[src/rtl/axis_segmenter_if.sv]
// AXI-Stream bundle used on both sides of the segmenter.
// tuser exists only when AXIS_SEGMENTER_ORIG_LAST_EN is defined.
interface axis_segmenter_if #(parameter int DW = 512);
  logic [DW-1:0]   tdata;
  logic [DW/8-1:0] tkeep;
  logic            tlast;
  logic            tvalid;
  logic            tready;
`ifdef AXIS_SEGMENTER_ORIG_LAST_EN
  logic            tuser;
`endif

  modport master (
`ifdef AXIS_SEGMENTER_ORIG_LAST_EN
    output tuser,
`endif
    output tdata, tkeep, tlast, tvalid,
    input  tready
  );

  modport slave (
`ifdef AXIS_SEGMENTER_ORIG_LAST_EN
    input  tuser,
`endif
    input  tdata, tkeep, tlast, tvalid,
    output tready
  );
endinterface

[src/rtl/axis_segmenter.sv]
// Splits AXI-Stream packets into segments of at most seg_len beats by forcing TLAST.
// Optional AXIS_SEGMENTER_ORIG_LAST_EN: m_axis.tuser flags beats carrying the original TLAST.
module axis_segmenter #(
  parameter int DW = 512,
  parameter int LW = 16
) (
  input  logic              aclk,
  input  logic              aresetn,
  input  logic [LW-1:0]     seg_len,
  axis_segmenter_if.slave   s_axis,
  axis_segmenter_if.master  m_axis,
  output logic [31:0]       seg_count
);
  localparam int KW = DW / 8;

  logic          acc, m_fire, forced, fwd_last;
  logic [LW-1:0] eff_lim;
  logic [LW-1:0] cnt_q, cnt_d, lim_q, lim_d;
  logic          rdy_q, rdy_d;
  logic          out_vld_q, out_vld_d, out_last_q, out_last_d;
  logic [DW-1:0] out_data_q, out_data_d;
  logic [KW-1:0] out_keep_q, out_keep_d;
  logic          skid_vld_q, skid_vld_d, skid_last_q, skid_last_d;
  logic [DW-1:0] skid_data_q, skid_data_d;
  logic [KW-1:0] skid_keep_q, skid_keep_d;
  logic [31:0]   seg_cnt_q, seg_cnt_d;
`ifdef AXIS_SEGMENTER_ORIG_LAST_EN
  logic          out_user_q, out_user_d, skid_user_q, skid_user_d;
`endif

  assign acc    = s_axis.tvalid & rdy_q;
  assign m_fire = out_vld_q & m_axis.tready;

  // Segment boundary is decided at the input acceptance point; seg_len is
  // taken live on the first beat of a segment and latched for the rest of it.
  always_comb begin
    eff_lim  = (cnt_q == '0) ? seg_len : lim_q;
    forced   = (eff_lim != '0) && (cnt_q == eff_lim - LW'(1));
    fwd_last = s_axis.tlast | forced;
    cnt_d    = cnt_q;
    lim_d    = lim_q;
    if (acc) begin
      if (cnt_q == '0) lim_d = seg_len;
      if (fwd_last)          cnt_d = '0;
      else if (cnt_q != '1) cnt_d = cnt_q + LW'(1);  // saturate so pass-through never wraps
    end
  end

  always_comb begin
    out_vld_d   = out_vld_q;
    out_data_d  = out_data_q;
    out_keep_d  = out_keep_q;
    out_last_d  = out_last_q;
    skid_vld_d  = skid_vld_q;
    skid_data_d = skid_data_q;
    skid_keep_d = skid_keep_q;
    skid_last_d = skid_last_q;
`ifdef AXIS_SEGMENTER_ORIG_LAST_EN
    out_user_d  = out_user_q;
    skid_user_d = skid_user_q;
`endif
    if (!out_vld_q || m_fire) begin
      if (skid_vld_q) begin
        out_vld_d  = 1'b1;
        out_data_d = skid_data_q;
        out_keep_d = skid_keep_q;
        out_last_d = skid_last_q;
`ifdef AXIS_SEGMENTER_ORIG_LAST_EN
        out_user_d = skid_user_q;
`endif
        skid_vld_d = 1'b0;
      end else if (acc) begin
        out_vld_d  = 1'b1;
        out_data_d = s_axis.tdata;
        out_keep_d = s_axis.tkeep;
        out_last_d = fwd_last;
`ifdef AXIS_SEGMENTER_ORIG_LAST_EN
        out_user_d = s_axis.tlast;
`endif
      end else begin
        out_vld_d  = 1'b0;
      end
    end else if (acc) begin
      skid_vld_d  = 1'b1;
      skid_data_d = s_axis.tdata;
      skid_keep_d = s_axis.tkeep;
      skid_last_d = fwd_last;
`ifdef AXIS_SEGMENTER_ORIG_LAST_EN
      skid_user_d = s_axis.tlast;
`endif
    end
    rdy_d     = ~skid_vld_d;
    seg_cnt_d = seg_cnt_q + {31'd0, m_fire & out_last_q};
  end

  always_ff @(posedge aclk or negedge aresetn) begin
    if (!aresetn) begin
      cnt_q       <= '0;
      lim_q       <= '0;
      rdy_q       <= 1'b0;
      out_vld_q   <= 1'b0;
      out_data_q  <= '0;
      out_keep_q  <= '0;
      out_last_q  <= 1'b0;
      skid_vld_q  <= 1'b0;
      skid_data_q <= '0;
      skid_keep_q <= '0;
      skid_last_q <= 1'b0;
      seg_cnt_q   <= '0;
`ifdef AXIS_SEGMENTER_ORIG_LAST_EN
      out_user_q  <= 1'b0;
      skid_user_q <= 1'b0;
`endif
    end else begin
      cnt_q       <= cnt_d;
      lim_q       <= lim_d;
      rdy_q       <= rdy_d;
      out_vld_q   <= out_vld_d;
      out_data_q  <= out_data_d;
      out_keep_q  <= out_keep_d;
      out_last_q  <= out_last_d;
      skid_vld_q  <= skid_vld_d;
      skid_data_q <= skid_data_d;
      skid_keep_q <= skid_keep_d;
      skid_last_q <= skid_last_d;
      seg_cnt_q   <= seg_cnt_d;
`ifdef AXIS_SEGMENTER_ORIG_LAST_EN
      out_user_q  <= out_user_d;
      skid_user_q <= skid_user_d;
`endif
    end
  end

  assign s_axis.tready = rdy_q;
  assign m_axis.tvalid = out_vld_q;
  assign m_axis.tdata  = out_data_q;
  assign m_axis.tkeep  = out_keep_q;
  assign m_axis.tlast  = out_last_q;
`ifdef AXIS_SEGMENTER_ORIG_LAST_EN
  assign m_axis.tuser  = out_user_q;
`endif
  assign seg_count     = seg_cnt_q;
endmodule

[src/flat_wrapper.sv]
// flat-port wrapper written by rule: the top's interface ports become plain ports
module axis_segmenter_flat 
#(
  parameter int DW = 512,
  parameter int LW = 16
)
  (aclk, aresetn, seg_len, seg_count, s_axis_tdata, s_axis_tkeep, s_axis_tlast, s_axis_tvalid, s_axis_tready, m_axis_tdata, m_axis_tkeep, m_axis_tlast, m_axis_tvalid, m_axis_tready);
  axis_segmenter_if #(.DW(DW)) s_axis_i ();
  axis_segmenter_if #(.DW(DW)) m_axis_i ();
  input  logic aclk;
  input  logic aresetn;
  input  logic [LW-1:0] seg_len;
  output logic [31:0] seg_count;
  input wire logic [$bits(s_axis_i.tdata)-1:0] s_axis_tdata;
  input wire logic [$bits(s_axis_i.tkeep)-1:0] s_axis_tkeep;
  input wire logic [$bits(s_axis_i.tlast)-1:0] s_axis_tlast;
  input wire logic [$bits(s_axis_i.tvalid)-1:0] s_axis_tvalid;
  output wire logic [$bits(s_axis_i.tready)-1:0] s_axis_tready;
  output wire logic [$bits(m_axis_i.tdata)-1:0] m_axis_tdata;
  output wire logic [$bits(m_axis_i.tkeep)-1:0] m_axis_tkeep;
  output wire logic [$bits(m_axis_i.tlast)-1:0] m_axis_tlast;
  output wire logic [$bits(m_axis_i.tvalid)-1:0] m_axis_tvalid;
  input wire logic [$bits(m_axis_i.tready)-1:0] m_axis_tready;
  assign s_axis_i.tdata = s_axis_tdata;
  assign s_axis_i.tkeep = s_axis_tkeep;
  assign s_axis_i.tlast = s_axis_tlast;
  assign s_axis_i.tvalid = s_axis_tvalid;
  assign s_axis_tready = s_axis_i.tready;
  assign m_axis_tdata = m_axis_i.tdata;
  assign m_axis_tkeep = m_axis_i.tkeep;
  assign m_axis_tlast = m_axis_i.tlast;
  assign m_axis_tvalid = m_axis_i.tvalid;
  assign m_axis_i.tready = m_axis_tready;
  axis_segmenter #(.DW(DW), .LW(LW)) u_core (.aclk(aclk), .aresetn(aresetn), .seg_len(seg_len), .s_axis(s_axis_i), .m_axis(m_axis_i), .seg_count(seg_count));
endmodule
[config.mk]
export PLATFORM = sky130hd
export DESIGN_NAME = axis_segmenter_flat
export DESIGN_NICKNAME = d
export VERILOG_FILES = /design/src/rtl/axis_segmenter_if.sv /design/src/rtl/axis_segmenter.sv /design/src/flat_wrapper.sv
export SDC_FILE = /design/constraint.sdc
export NUM_CORES = 2
export LEC_CHECK = 0
export BUFFER_PORTS_ARGS = -buffer_cell sky130_fd_sc_hd__buf_2
export CORE_AREA = 2 2 471 473
export DETAILED_ROUTE_END_ITERATION = 8
export DIE_AREA = 0 0 473 475
export PLACE_DENSITY_LB_ADDON = 0.05
export SLEW_MARGIN = 20
export SYNTH_ARGS = -nofsm -noshare
export SYNTH_HDL_FRONTEND = slang
export SYNTH_SLANG_ARGS = --single-unit
[constraint.sdc]
create_clock -name aclk -period 5.55 [get_ports aclk]
set_input_delay 0.8325 -clock aclk [delete_from_list [all_inputs] [get_ports aclk]]
set_output_delay 0.8325 -clock aclk [all_outputs]
set_load 0.05 [all_outputs]
==> metrics.md <==
| Metric | Value |
|---|---|
| Vias per cell | 4.33 |
| Largest net degree at the start of global routing | 163 |
| Yosys warnings | 0 |
| Worst-path clk slew | 0.06 ns |
| # IOs | 1208 |
| H-tree levels | 4 |
| Die width | 473 um |
| Total GRT Usage | 0.171 |
| Worst rel slew slack | 0.288 |
| Number of global-route vias before repair | 36700 |
| Status | finished, final reports clean |
| Final setup margin | 1.19 ns |
| CTS Buffer Depth | 3 |
| Tmin final | 4.36 ns |
| GR Util met3 | 0.0842 |
| Clock Skew | 0.0286 ns |
| Initial Util | 0.234 |
| RSZ-0062 raised after global routing | false |
| Share of cells above drive strength 1 | 0.388 |
| Drt total wl | 197 mm |
| Num rows | 172 |
| Hold Crit Class | input port to flop |
| GR Util met2 | 0.282 |
| Final core utilization | 0.301 |
| Nets@finish | 5924 |
| Arrival @ worst endpoint | 5.00 ns |
| Worst slew pin tran | 1.07 ns |
| Fin. Hold Viols | 0 |
| Buffers on Ports | 1207 |
| First-pass GRT wire length | 278 mm |
| Power density over the cells | 510 nW/um2 |
| HPWL Detailed | 144 mm |
| CP endpoint kind | flop |
| Setup bufs post-CTS | 0 |
| Sequential fraction of the synthesis area | 0.596 |
| Most Crowded Layer GR | met2 |
| Drt first-iter violations | 1682 |
| Fillers | 22800 |
| Pleak | 29.9 nW |
| Gr ovfl total | 0 |
| Antenna-violating nets left | 0 |
| Fin. max-slew vios | 0 |
| Skew-Pair Late Insertion Delay | 0.79 ns |
| Total of max-cap violations | 0 |
| Endpoints failing setup | 0 |
| Avg Cell Area, Syn | 12.3 um2 |
| Syn_nets | 4754 |
| Fmax | 229 MHz |
| Drc violations | 0 |
| Synth cell types | 57 |
| Pre-antenna DRT Iters | 5 |
| Post-synthesis instance area | 51300 um2 |
| CTS Sinks | 1221 |
| Root Buffer | clkbuf_16 |
| #FFs+latches synth | 1221 |
| Pre-CTS setup slack | 1.15 ns |
| Layout area overhead | 28.6% |
| Critical path class | flop to flop |
| Post-synth EDFFs | 0 |
| GPL Wtd Cong | 0.799 |
| WP data required | 6.19 ns |
| Antenna violations before repair | 202 |
| CP Launch Type | flop |
| Ys async rst share | 1.00 |
| CTS tree | done |
| Prevailing post-synth register cell | dfrtp_1 |
| Reg2Reg Setup Slack | 1.19 ns |
| CTS Buf Count | 156 |
| Total negative slack | 0 ns |
| Cells after synthesis | 4151 |
| Die H | 475 um |
| CORE AREA | 219000 um2 |
| WL per Instance | 23.5 um |
| M1 GR Usage | 0.192 |
| CP max FO | 24 |
| Peak VDD IR | 281 uV |
| Final period util | 0.785 |
| Via count | 36300 |
| Die Footprint | 225000 um2 |
## cell usage after synthesis, types with 3 or more instances
| cell type | number | area (um2) |
|---|---|---|
| inv_1 | 16 | 60.1 |
| nor4_4 | 3 | 63.8 |
| or4_1 | 6 | 45.0 |
| nand4_1 | 15 | 93.8 |
| o2111ai_1 | 3 | 26.3 |
| and4_1 | 7 | 61.3 |
| o21ai_0 | 592 | 2960 |
| and3_1 | 4 | 25.0 |
| a21oi_1 | 5 | 25.0 |
| nor2_1 | 46 | 173 |
| nand2_1 | 607 | 2280 |
| nor3_1 | 11 | 55.1 |
| nand3_1 | 27 | 135 |
| o21ai_1 | 3 | 15.0 |
| nand2b_1 | 5 | 31.3 |
| or3_1 | 4 | 25.0 |
| mux2_2 | 589 | 6630 |
| buf_2 | 7 | 35.0 |
| o31ai_1 | 3 | 22.5 |
| ha_1 | 6 | 75.1 |
| buf_1 | 12 | 45.0 |
| nor2b_1 | 4 | 25.0 |
| xor2_1 | 18 | 158 |
| mux2i_1 | 581 | 5820 |
| nor4_1 | 7 | 43.8 |
| a311oi_1 | 3 | 26.3 |
| clkbuf_1 | 252 | 946 |
| xnor2_1 | 45 | 394 |
| dfrtp_1 | 1221 | 30600 |
| a211oi_1 | 4 | 30.0 |
| nand3b_1 | 5 | 37.5 |
| and2_1 | 5 | 31.3 |
## timing repair
action	in CTS	in global routing
hold endpoints to repair	2	0
resized for setup	0	0
hold buffers	1	0
## sequential cells by signal, summed over array words and instances, names as in the netlist
signal and cells:
u_core.cnt_q 16, u_core.lim_q 16, u_core.m_axis.tdata 512, u_core.m_axis.tkeep 64, u_core.m_axis.tlast 1, u_core.m_axis.tvalid 1
u_core.s_axis.tready 1, u_core.seg_count 32, u_core.skid_data_q 512, u_core.skid_keep_q 64, u_core.skid_last_q 1, u_core.skid_vld_q 1
## metrics by stage
stage / cells / total power, mW / hold WS, ns / area (um2)
floorplan: 4151 / 20.2 / 0.456 / 51300
global placement: 8032 / 24.0 / 0.457 / 60800
detailed placement: 8033 / 24.1 / 0.465 / 60800
CTS: 8311 / 34.3 / 0.197 / 65800
global route: 8329 / 35.5 / 0.225 / 65800
finish: 8367 / 33.6 / 0.284 / 65900
## placed cells by master (no fill, tap or decap), types with 5 or more instances in the layout
cell type	instances
clkbuf_16	160
nand4_1	15
dfrtp_1	1220
nor3_1	11
inv_1	16
buf_4	46
inv_6	6
nor4_1	7
and2_1	5
diode_2	56
nand2_1	606
nand3_1	27
xnor2_1	45
or4_1	6
clkinv_2	15
clkbuf_8	36
clkbuf_1	53
nor2_1	46
o21ai_0	591
mux2i_1	581
buf_2	1206
and4_1	7
mux2_2	589
nand3b_1	5
buf_12	31
nand2b_1	5
a21oi_1	5
ha_1	6
xor2_1	18
## power breakdown
part | internal [mW] | switching [mW] | total [mW]
combinational | 3.11 | 7.88 | 11.0
clock | 5.80 | 4.16 | 9.96
sequential | 11.4 | 1.32 | 12.7
## path summary, 6_finish.rpt
path | endpoint | cells past startpoint | start
min in group asynchronous | u_core.skid_data_q[478] | 2 | aresetn
hold / removal | u_core.skid_data_q[30] | 2 | s_axis_tdata[30]
max in group asynchronous | u_core.m_axis.tdata[256] | 3 | aresetn
hold reg to reg | u_core.m_axis.tdata[244] | 2 | u_core.m_axis.tdata[244]
setup / recovery | u_core.cnt_q[8] | 15 | u_core.cnt_q[0]
setup reg to reg | u_core.cnt_q[8] | 15 | u_core.cnt_q[0]
## cell families (layout without fill, tap and decap cells)
kind of cell / count (synthesis) / count (layout) / synth area share
multiplexers: 1170 / 1170 / 0.243
AO/OA/AOI/OAI: 634 / 634 / 0.0640
AND/OR/NAND/NOR: 769 / 769 / 0.0635
XOR/XNOR: 63 / 63 / 0.0108
buffers and inverters: 288 / 1577 / 0.0214
flip-flops: 1221 / 1221 / 0.596
other: 0 / 56 / 0
adder cells (fa/ha/maj): 6 / 6 / 0.00146
## metal layers
layer	part of all wire	routed length [um]	up-vias
met5	0.0038	753	-
met4	0.037	7310	126
met3	0.10	20500	479
met2	0.47	93300	1155
met1	0.38	75100	17500
li1	-	-	17000
## final cells by class
class	instances	area, um2	area share
antenna	56	140	0.00213
clock buffer	249	4700	0.0713
clock inverter	28	254	0.00385
inverter	16	60.1	0.000911
multi-input combinational	2642	19600	0.298
sequential	1221	30600	0.463
tap	2871	3590	0.0545
timing repair buffer	1284	7010	0.106
## critical path, stage by stage, from the launching register on
cell and delay, ns:
dfrtp_1 0.45, inv_1 0.09, ha_1 0.18, nor4b_4 0.27
nand4_1 0.13, buf_4 0.24, a21oi_1 0.29, ha_1 0.45
nand2_1 0.24, or4b_1 0.51, a22oi_1 0.18, o221ai_1 0.17
a31oi_1 0.23, a31oi_1 0.27, nor2_4 0.41, nor2_1 0.10
(Power assumes the default switching activity.)
